==> config.mk <==
export PLATFORM = sky130hd
export DESIGN_NAME = dcache_port_arbiter
export DESIGN_NICKNAME = d
export VERILOG_FILES = /design/src/rtl/dcache_port_arbiter.sv
export SDC_FILE = /design/constraint.sdc
export NUM_CORES = 1
export LEC_CHECK = 0
export ABC_AREA = 1
export BUFFER_PORTS_ARGS = -buffer_cell sky130_fd_sc_hd__buf_4
export CORE_AREA = 10 10 116 118
export CTS_BUF_LIST = sky130_fd_sc_hd__clkbuf_16
export DETAILED_ROUTE_END_ITERATION = 7
export DIE_AREA = 0 0 126 128
export PLACE_DENSITY = 0.72
export SETUP_SLACK_MARGIN = 0.15
export SKIP_LAST_GASP = 1
export SLEW_MARGIN = 15
export SYNTH_ARGS = -nofsm -noshare
export SYNTH_HDL_FRONTEND = slang
export SYNTH_SLANG_ARGS = --single-unit
==> constraint.sdc <==
create_clock -name clk -period 2.44 [get_ports clk]
set_input_delay 0.488 -clock clk [delete_from_list [all_inputs] [get_ports clk]]
set_output_delay 0.488 -clock clk [all_outputs]
set_load 0.005 [all_outputs]
==> src/rtl/dcache_port_arbiter.sv <==
// Two-master arbiter for the single DCache request port, with in-order response routing.
// Optional M1 anti-starvation counter is built only when DCACHE_ARB_STARVE_EN is defined.
module dcache_port_arbiter #(
  parameter int unsigned MAX_OUT      = 4,
  parameter int unsigned STARVE_LIMIT = 8
) (
  input  logic        clk,
  input  logic        reset,
  input  logic        flush,
  input  logic        m0_req,
  input  logic        m0_wr,
  input  logic [1:0]  m0_size,
  input  logic [3:0]  m0_wstrb,
  input  logic [31:0] m0_addr,
  input  logic [31:0] m0_wdata,
  output logic        m0_addr_ok,
  output logic        m0_data_ok,
  output logic [31:0] m0_rdata,
  input  logic        m1_req,
  input  logic        m1_wr,
  input  logic [1:0]  m1_size,
  input  logic [3:0]  m1_wstrb,
  input  logic [31:0] m1_addr,
  input  logic [31:0] m1_wdata,
  output logic        m1_addr_ok,
  output logic        m1_data_ok,
  output logic [31:0] m1_rdata,
  output logic        dc_req,
  output logic        dc_wr,
  output logic [1:0]  dc_size,
  output logic [3:0]  dc_wstrb,
  output logic [31:0] dc_addr,
  output logic [31:0] dc_wdata,
  input  logic        dc_addr_ok,
  input  logic        dc_data_ok,
  input  logic [31:0] dc_rdata,
  output logic        busy,
  output logic        proto_err
);

  localparam int unsigned PtrW = $clog2(MAX_OUT);
  localparam int unsigned CntW = $clog2(MAX_OUT) + 1;

  typedef enum logic [1:0] {StIdle, StHold0, StHold1} state_e;

  state_e state_q, state_d;

  logic            gnt_vld, gnt_id, win_req, starve_win;
  logic            push, pop, fifo_full, fifo_empty;
  logic            head_id, head_kill, proto_err_q;
  logic [PtrW-1:0] wr_ptr_q, rd_ptr_q;
  logic [CntW-1:0] cnt_q;
  logic [MAX_OUT-1:0] fid_q, fkill_q, fvld_q;

`ifdef DCACHE_ARB_STARVE_EN
  localparam int unsigned StarveW = $clog2(STARVE_LIMIT + 1);

  logic [StarveW-1:0] starve_q, starve_d;

  assign starve_win = m1_req && (starve_q == StarveW'(STARVE_LIMIT));

  always_comb begin
    starve_d = starve_q;
    if (!m1_req || m1_addr_ok) begin
      starve_d = '0;
    end else if (!(gnt_vld && gnt_id) && (starve_q != StarveW'(STARVE_LIMIT))) begin
      starve_d = starve_q + StarveW'(1);
    end
  end

  always_ff @(posedge clk or negedge reset) begin
    if (!reset) starve_q <= '0;
    else        starve_q <= starve_d;
  end
`else
  logic unused_starve_limit;
  assign unused_starve_limit = ^STARVE_LIMIT;
  assign starve_win = 1'b0;
`endif

  // Grant is suppressed while reset is held so every output reads zero during reset.
  always_comb begin
    gnt_vld = 1'b0;
    gnt_id  = 1'b0;
    unique case (state_q)
      StIdle: begin
        if (starve_win) begin
          gnt_vld = 1'b1;
          gnt_id  = 1'b1;
        end else if (m0_req) begin
          gnt_vld = 1'b1;
        end else if (m1_req) begin
          gnt_vld = 1'b1;
          gnt_id  = 1'b1;
        end
      end
      StHold0: gnt_vld = 1'b1;
      StHold1: begin
        gnt_vld = 1'b1;
        gnt_id  = 1'b1;
      end
      default: ;
    endcase
    if (!reset) gnt_vld = 1'b0;
  end

  assign win_req = gnt_id ? m1_req : m0_req;
  assign dc_req  = gnt_vld && win_req && !fifo_full && !((state_q == StHold0) && flush);

  always_comb begin
    dc_wr    = 1'b0;
    dc_size  = '0;
    dc_wstrb = '0;
    dc_addr  = '0;
    dc_wdata = '0;
    if (gnt_vld) begin
      dc_wr    = gnt_id ? m1_wr    : m0_wr;
      dc_size  = gnt_id ? m1_size  : m0_size;
      dc_wstrb = gnt_id ? m1_wstrb : m0_wstrb;
      dc_addr  = gnt_id ? m1_addr  : m0_addr;
      dc_wdata = gnt_id ? m1_wdata : m0_wdata;
    end
  end

  assign push       = dc_req && dc_addr_ok;
  assign m0_addr_ok = push && !gnt_id;
  assign m1_addr_ok = push && gnt_id;

  always_comb begin
    state_d = state_q;
    unique case (state_q)
      StIdle:  if (dc_req && !dc_addr_ok) state_d = gnt_id ? StHold1 : StHold0;
      StHold0: if (flush || dc_addr_ok) state_d = StIdle;
      StHold1: if (dc_addr_ok) state_d = StIdle;
      default: state_d = StIdle;
    endcase
  end

  always_ff @(posedge clk or negedge reset) begin
    if (!reset) state_q <= StIdle;
    else        state_q <= state_d;
  end

  assign fifo_full  = (cnt_q == CntW'(MAX_OUT));
  assign fifo_empty = (cnt_q == '0);
  assign pop        = dc_data_ok && !fifo_empty;
  assign head_id    = fid_q[rd_ptr_q];
  assign head_kill  = fkill_q[rd_ptr_q];

  assign m0_data_ok = pop && !head_id && !head_kill && !flush;
  assign m1_data_ok = pop && head_id;
  assign m0_rdata   = dc_rdata;
  assign m1_rdata   = dc_rdata;

  // Push and pop never share a slot: push needs not-full, pop needs not-empty.
  always_ff @(posedge clk or negedge reset) begin
    if (!reset) begin
      wr_ptr_q <= '0;
      rd_ptr_q <= '0;
      cnt_q    <= '0;
      fid_q    <= '0;
      fkill_q  <= '0;
      fvld_q   <= '0;
    end else begin
      for (int i = 0; i < int'(MAX_OUT); i++) begin
        if (flush && fvld_q[i] && !fid_q[i]) fkill_q[i] <= 1'b1;
      end
      if (pop) begin
        fvld_q[rd_ptr_q] <= 1'b0;
        rd_ptr_q         <= rd_ptr_q + PtrW'(1);
      end
      if (push) begin
        fid_q[wr_ptr_q]   <= gnt_id;
        fkill_q[wr_ptr_q] <= flush && !gnt_id;
        fvld_q[wr_ptr_q]  <= 1'b1;
        wr_ptr_q          <= wr_ptr_q + PtrW'(1);
      end
      if (push && !pop)      cnt_q <= cnt_q + CntW'(1);
      else if (pop && !push) cnt_q <= cnt_q - CntW'(1);
    end
  end

  always_ff @(posedge clk or negedge reset) begin
    if (!reset) proto_err_q <= 1'b0;
    else        proto_err_q <= proto_err_q || (dc_data_ok && fifo_empty);
  end

  assign proto_err = proto_err_q;
  assign busy      = (state_q != StIdle) || !fifo_empty;

endmodule

==> metrics, run 1 <==
Leakage Power around 2.6 nW; # nets final roughly 840; CP Data Required Time 1.95 ns; Placed Area 4260 sq um; vias in the first global route approximately 3700; initial DRC count 173; CP bufs+invs 6; Placed Cells around 760; max incr delay on CP approximately 0.4 ns; Initial Util between 20% and 30%; post-synthesis xor/xnor area fraction approximately 1.2%; CP Cell Sequence inv_2 -> ha_4 -> inv_4 -> nor2_4 -> nand2_2 -> nand2_4 -> buf_12 -> clkinv_16 -> clkbuf_16 -> nand2_2 -> a21oi_1 -> buf_4; WP data arrival roughly 2.0 ns; post-synthesis mux area share 0%; Final Hold Vio Count 0; Final WS setup -0.0210 ns; Adder-Cell Fraction of Synth Area roughly 7%; crit share post-route 101%; Mapped Avg Cell Area 6.07 sq um; FILL cells 1109; io pins about 320; setup tns final -0.0989 ns; critical path type flop to output port; largest net degree at the start of global routing 54; Slew headroom about 75%; crit path max fanout 7; Worst path slowest cell dfrtp_1; Die X 126 um; Synth cell types 27; TritonCTS clock tree yes; most frequent cells in the layout buf_4 (244), nand2_1 (138), a21oi_1 (53), nand2_2 (24), a21oi_2 (24); H-tree levels 1; Vias/cell 4.68; area fraction in compound gates after synthesis roughly a fifth; RSZ-0062 raised after global routing true; Yosys reg bits 22; most frequent CP cell nand2_2; WL per Instance ~20 um; simple logic cell fraction of the synthesized area 28.4%; Overall Power slightly below 0.006 W; Worst Skew 0.00887 ns; Max clock buf depth 2; full die area approximately 16000 sq um; Worst Setup End Kind output port; vias approximately 3700; Vert. Die Dim about 130 um; clock-pin slew on the worst setup and hold paths around 0.07 ns; GRT Overall Usage between 10% and 20%; CTS hold repair buffers 0; worst hold path class input port to async pin; share of cells above drive strength 1 a little over half; Ys Warns 0; Mapped Cells ~460; min Tclk post-route ~2.5 ns; endpoints failing setup 12; Residual DRC 0; Finished Layout Cells slightly below 800; pwr/cell area approximately 1100 nW/um^2; commonest non-fill, non-tap cell in the layout buf_4; FP Rows 39; Detailed Routing Iterations Pass 1 4; clk sink count 22; CTS Buf Count 3; post-route cell area a little over 5000 sq um; HPWL after detailed placement about 11 mm; grt total ovfl 0; main combinational cell family by area after synthesis simple AND/OR/NAND/NOR gates; Inserted Diodes 0; final max-slew violation count 0; fmax around 400 MHz; synthesized area approximately 2800 sq um; Core Area roughly 11000 sq um; initial antenna violation count 0; startpoint types flop; drt total wl 15.5 mm; Max VDD drop approximately 0.76 mV; root cell of the clock tree clkbuf_16; Area Growth Syn to Fin 84.8%; Routed Antenna Nets 0; Synth Net Count around 660; CP top delay family buffers and inverters; failing checks setup timing; Slew @ Worst Pin 0.366 ns; worst skew pair latency roughly 0.26 ns; max cap viols 0; GPL Wtd Cong 0.841; PortBufs approximately 230; first-pass GRT wire length ~22 mm; Seq/Total Area, Yosys ~20%; status finished with violations
path summary, 6_finish.rpt:
path / from / cells past startpoint / end / slack, ns
max in group asynchronous: reset / 2 / state_q[1]$_DFFE_PN0P_ / 1.98
worst max register to register: state_q[1]$_DFFE_PN0P_ / 14 / cnt_q[2]$_DFFE_PN0P_ / 0.14
worst min-delay path: reset / 2 / fid_q[1]$_DFFE_PN0P_ / 0.22
worst min register to register: proto_err$_DFF_PN0_ / 1 / proto_err$_DFF_PN0_ / 0.48
min in group clk: proto_err$_DFF_PN0_ / 1 / proto_err$_DFF_PN0_ / 0.48
worst max-delay path: state_q[1]$_DFFE_PN0P_ / 12 / dc_addr[30] / -0.02
state kept, by name, indices dropped and copies added (netlist names):
name / cells
fid_q: 4
fkill_q: 4
fvld_q: 4
cnt_q: 3
rd_ptr_q: 2
state_q: 2
wr_ptr_q: 2
proto_err: 1
per-layer routing:
layer | global-route usage [%] | vias to the layer above | routed length [um]
li1 | - | 1776 | -
met3 | 6.08 | 25 | 1520
met5 | 0 | - | 0
met2 | 28.4 | 203 | 7810
met1 | 19.2 | 1697 | 5890
met4 | 3.22 | 0 | 235
power by group:
part / total [W] / switching, W / internal, W
clock: 0.000463 / 0.000137 / 0.000326
sequential: 0.000679 / 0.000133 / 0.000545
combinational: 0.00465 / 0.00235 / 0.00230
stage by stage:
stage	hold slack [ns]	utilization, %	worst slack [ns]
after global routing	0.240	46.3	-0.130
after detailed placement	0.462	37.9	0.0565
final	0.216	46.3	-0.0210
after CTS	0.234	42.3	0.0436
after global placement	0.442	37.9	0.0744
after floorplan	0.192	-	0.115
synthesized netlist by cell type, drive strengths merged:
cell type  instances  area, sq um
o22ai              1         6.26
nor4               1         6.26
xor2               3         26.3
o21ai             20          100
dfrtp             22          551
clkbuf            14         52.6
clkinv             1         3.75
fa                 1         20.0
nand2            173          657
a21o               1         7.51
ha                14          175
xnor2              1         8.76
a31oi              4         25.0
inv               29          109
o21bai             1         11.3
a21oi             77          385
buf               73          532
nand3             10         55.1
nor2              17         81.3
worst reg2reg max path, stage by stage, from the launching register on:
cell and delay [ns]:
dfrtp_1 0.41, buf_4 0.14, buf_4 0.13, ha_4 0.15, nor2_2 0.08, nand2_2 0.11
nor2_4 0.14, nand3_4 0.10, inv_4 0.07, ha_4 0.13, inv_4 0.04, fa_2 0.36
a21oi_2 0.12, o21ai_1 0.08, xor2_1 0.14
logic make-up after synthesis:
group	count (synthesis)
simple gates	201
buf+inv	117
compound gates	104
flops	22
fa+ha+maj	15
xor+xnor	4
timing repair:
item	in CTS	in global routing
setup buffers	11	7
endpoints found under the setup margin	74	77
endpoints found under the hold margin	0	0
resized for setup	41	66
pin swaps	11	15
gates cloned	6	7
layout make-up:
type	instances	area, sq um	share of cell area [%]
tap	143	179	3.44
multi-input combinational	324	1880	36.1
timing repair inverter	1	11.3	0.217
inverter	30	150	2.89
sequential	22	551	10.6
timing repair buffer	266	2320	44.7
clock buffer	3	75.1	1.44
clock inverter	1	30.0	0.578
Power figures use the tool's default switching activity.
==> run 2: changes to the inputs <==
--- a/config.mk
+++ b/config.mk
@@ -12,7 +12,7 @@
 export DETAILED_ROUTE_END_ITERATION = 7
 export DIE_AREA = 0 0 126 128
 export PLACE_DENSITY = 0.72
-export SETUP_SLACK_MARGIN = 0.15
+export SETUP_SLACK_MARGIN = 0.5
 export SKIP_LAST_GASP = 1
 export SLEW_MARGIN = 15
 export SYNTH_ARGS = -nofsm -noshare
==> run 2 against run 1 <==
  * The flow now finishes without violations
  * First-iteration DRC count decreased by 23%
  * Design area increased by 13%
  * Power increased by 20%
  * Die area unchanged
  * Clock power decreased by 24%
  * Non-clock buffer count increased by 24
  * Cell count increased by 3.2%
  * Largest power group unchanged
==> metrics, run 2 (synthesis results as in run 1) <==
Inserted Diodes 0; hold slack final ~0.22 ns; crit path max fanout 7; Initial Util about 25%; Final Hold Vio Count 0; FP Rows 39; critical path type flop to output port; PortBufs 226; io pins 323; vias in the first global route between 3000 and 4000; most frequent cells in the layout buf_4 (249), nand2_1 (130), a21oi_2 (56), nand2_4 (21), nand2_2 (21); HPWL after detailed placement about 12 mm; Overall Power a little under 0.007 W; CP Data Required Time about 2 ns; Placed Area ~4300 sq um; full die area 16100 sq um; WP data arrival roughly 1.9 ns; CTS hold repair buffers 0; max cap viols 0; Worst Skew ~0.0028 ns; RR Endpoint cnt_q[2]$_DFFE_PN0P_; Max clock buf depth 2; Vias/cell 4.68; RSZ-0062 raised after global routing true; # nets final around 870; TritonCTS clock tree yes; pwr/cell area around 1200 nW/um^2; Slew headroom 80.1%; drt total wl 17.1 mm; CTS Buf Count 3; GPL Wtd Cong roughly 0.85; Slew @ Worst Pin between 0.2 and 0.3 ns; status completed; Top Registers fid_q: 4 flops, fkill_q: 4 flops, fvld_q: 4 flops; clk sink count 22; Detailed Routing Iterations Pass 1 4; worst hold path class input port to async pin; Leakage Power ~2.9 nW; R2R Setup Slk around 0.080 ns; FILL cells around 1100; FF-to-FF Start state_q[0]$_DFFE_PN0P_; Worst Setup End Kind output port; Residual DRC 0; Max VDD drop approximately 0.61 mV; fmax a little over 400 MHz; setup tns final 0 ns; initial antenna violation count 0; startpoint types flop; clock-pin slew on the worst setup and hold paths ~0.06 ns; Vert. Die Dim around 130 um; initial DRC count 134; share of cells above drive strength 1 between 60% and 70%; crit share post-route between 90% and 100%; min Tclk post-route ~2.4 ns; worst skew pair latency 0.26 ns; root cell of the clock tree clkbuf_16; endpoints failing setup 0; Die X around 130 um; post-route cell area 5880 sq um; Core Area around 11000 sq um; WL per Instance approximately 21 um; largest net degree at the start of global routing 29; first-pass GRT wire length roughly 23 mm; GRT Overall Usage ~18%; grt total ovfl 0; vias around 3800; Routed Antenna Nets 0; FF-to-FF path depth 15; commonest non-fill, non-tap cell in the layout buf_4; H-tree levels 1; final max-slew violation count 0; Area Growth Syn to Fin 109%
-- run 2: area by class of cell --
cell class                 instances  area [sq um]  area share [%]
timing repair buffer             290          2710            46.2
multi-input combinational        325          2200            37.4
sequential                        22           553            9.41
tap                              143           179            3.04
inverter                          30           138            2.34
clock buffer                       3          75.1            1.28
timing repair inverter             1          16.3           0.277
clock inverter                     1          3.75          0.0639
-- run 2: how the worst max path moves through the flow --
| stage | startpoint | endpoint | slack, ns | cells past startpoint |
|---|---|---|---|---|
| 2_1_floorplan | state_q[1]$_DFFE_PN0P_ | cnt_q[2]$_DFFE_PN0P_ | 0.11 | 17 |
| 3_3_place_gp | state_q[1]$_DFFE_PN0P_ | cnt_q[2]$_DFFE_PN0P_ | 0.16 | 16 |
| 3_5_place_dp | state_q[1]$_DFFE_PN0P_ | cnt_q[2]$_DFFE_PN0P_ | 0.11 | 16 |
| 4_1_cts | state_q[0]$_DFFE_PN0P_ | dc_addr[22] | 0.07 | 12 |
| 5_1_grt | state_q[0]$_DFFE_PN0P_ | dc_wdata[12] | -0.08 | 12 |
| 6_report | state_q[0]$_DFFE_PN0P_ | dc_addr[9] | 0.02 | 10 |
-- run 2: power by group --
part | leakage, nW | switching (W) | total [W] | internal [W]
logic | 2.65 | 0.00287 | 0.00590 | 0.00303
clock network | 0.0385 | 0.000131 | 0.000350 | 0.000219
registers | 0.261 | 0.000140 | 0.000689 | 0.000549
-- run 2: repair_timing --
action                     4_1_cts  5_1_grt
gates resized for setup         70      136
cloned                          11        8
setup endpoints to repair       78       90
buffers inserted                26       11
pin swaps                       16       29
-- run 2: per-stage QoR --
stage | worst slack [ns] | std cells | util (%)
6_report | 0.0196 | 815 | 52.4
5_1_grt | -0.0764 | 815 | 52.4
4_1_cts | 0.0731 | 796 | 45.6
3_5_place_dp | 0.113 | 755 | 37.9
3_3_place_gp | 0.161 | 755 | 37.9
2_1_floorplan | 0.115 | 463 | -
-- run 2: critical path, stage by stage, from the launching register on --
cell	delay [ns]
dfrtp_1	0.41
inv_2	0.10
ha_1	0.21
inv_4	0.08
buf_12	0.13
nand2_8	0.11
buf_12	0.14
buf_6	0.15
nand2_1	0.06
a21oi_1	0.15
buf_4	0.13
-- run 2: routing by layer --
layer,up-vias,part of all wire (%),global-route usage [%]
li1,1837,-,-
met1,1759,38,19.8
met2,198,52,32.5
met3,17,9.3,6.87
met4,0,1.1,2.95
met5,-,0,0
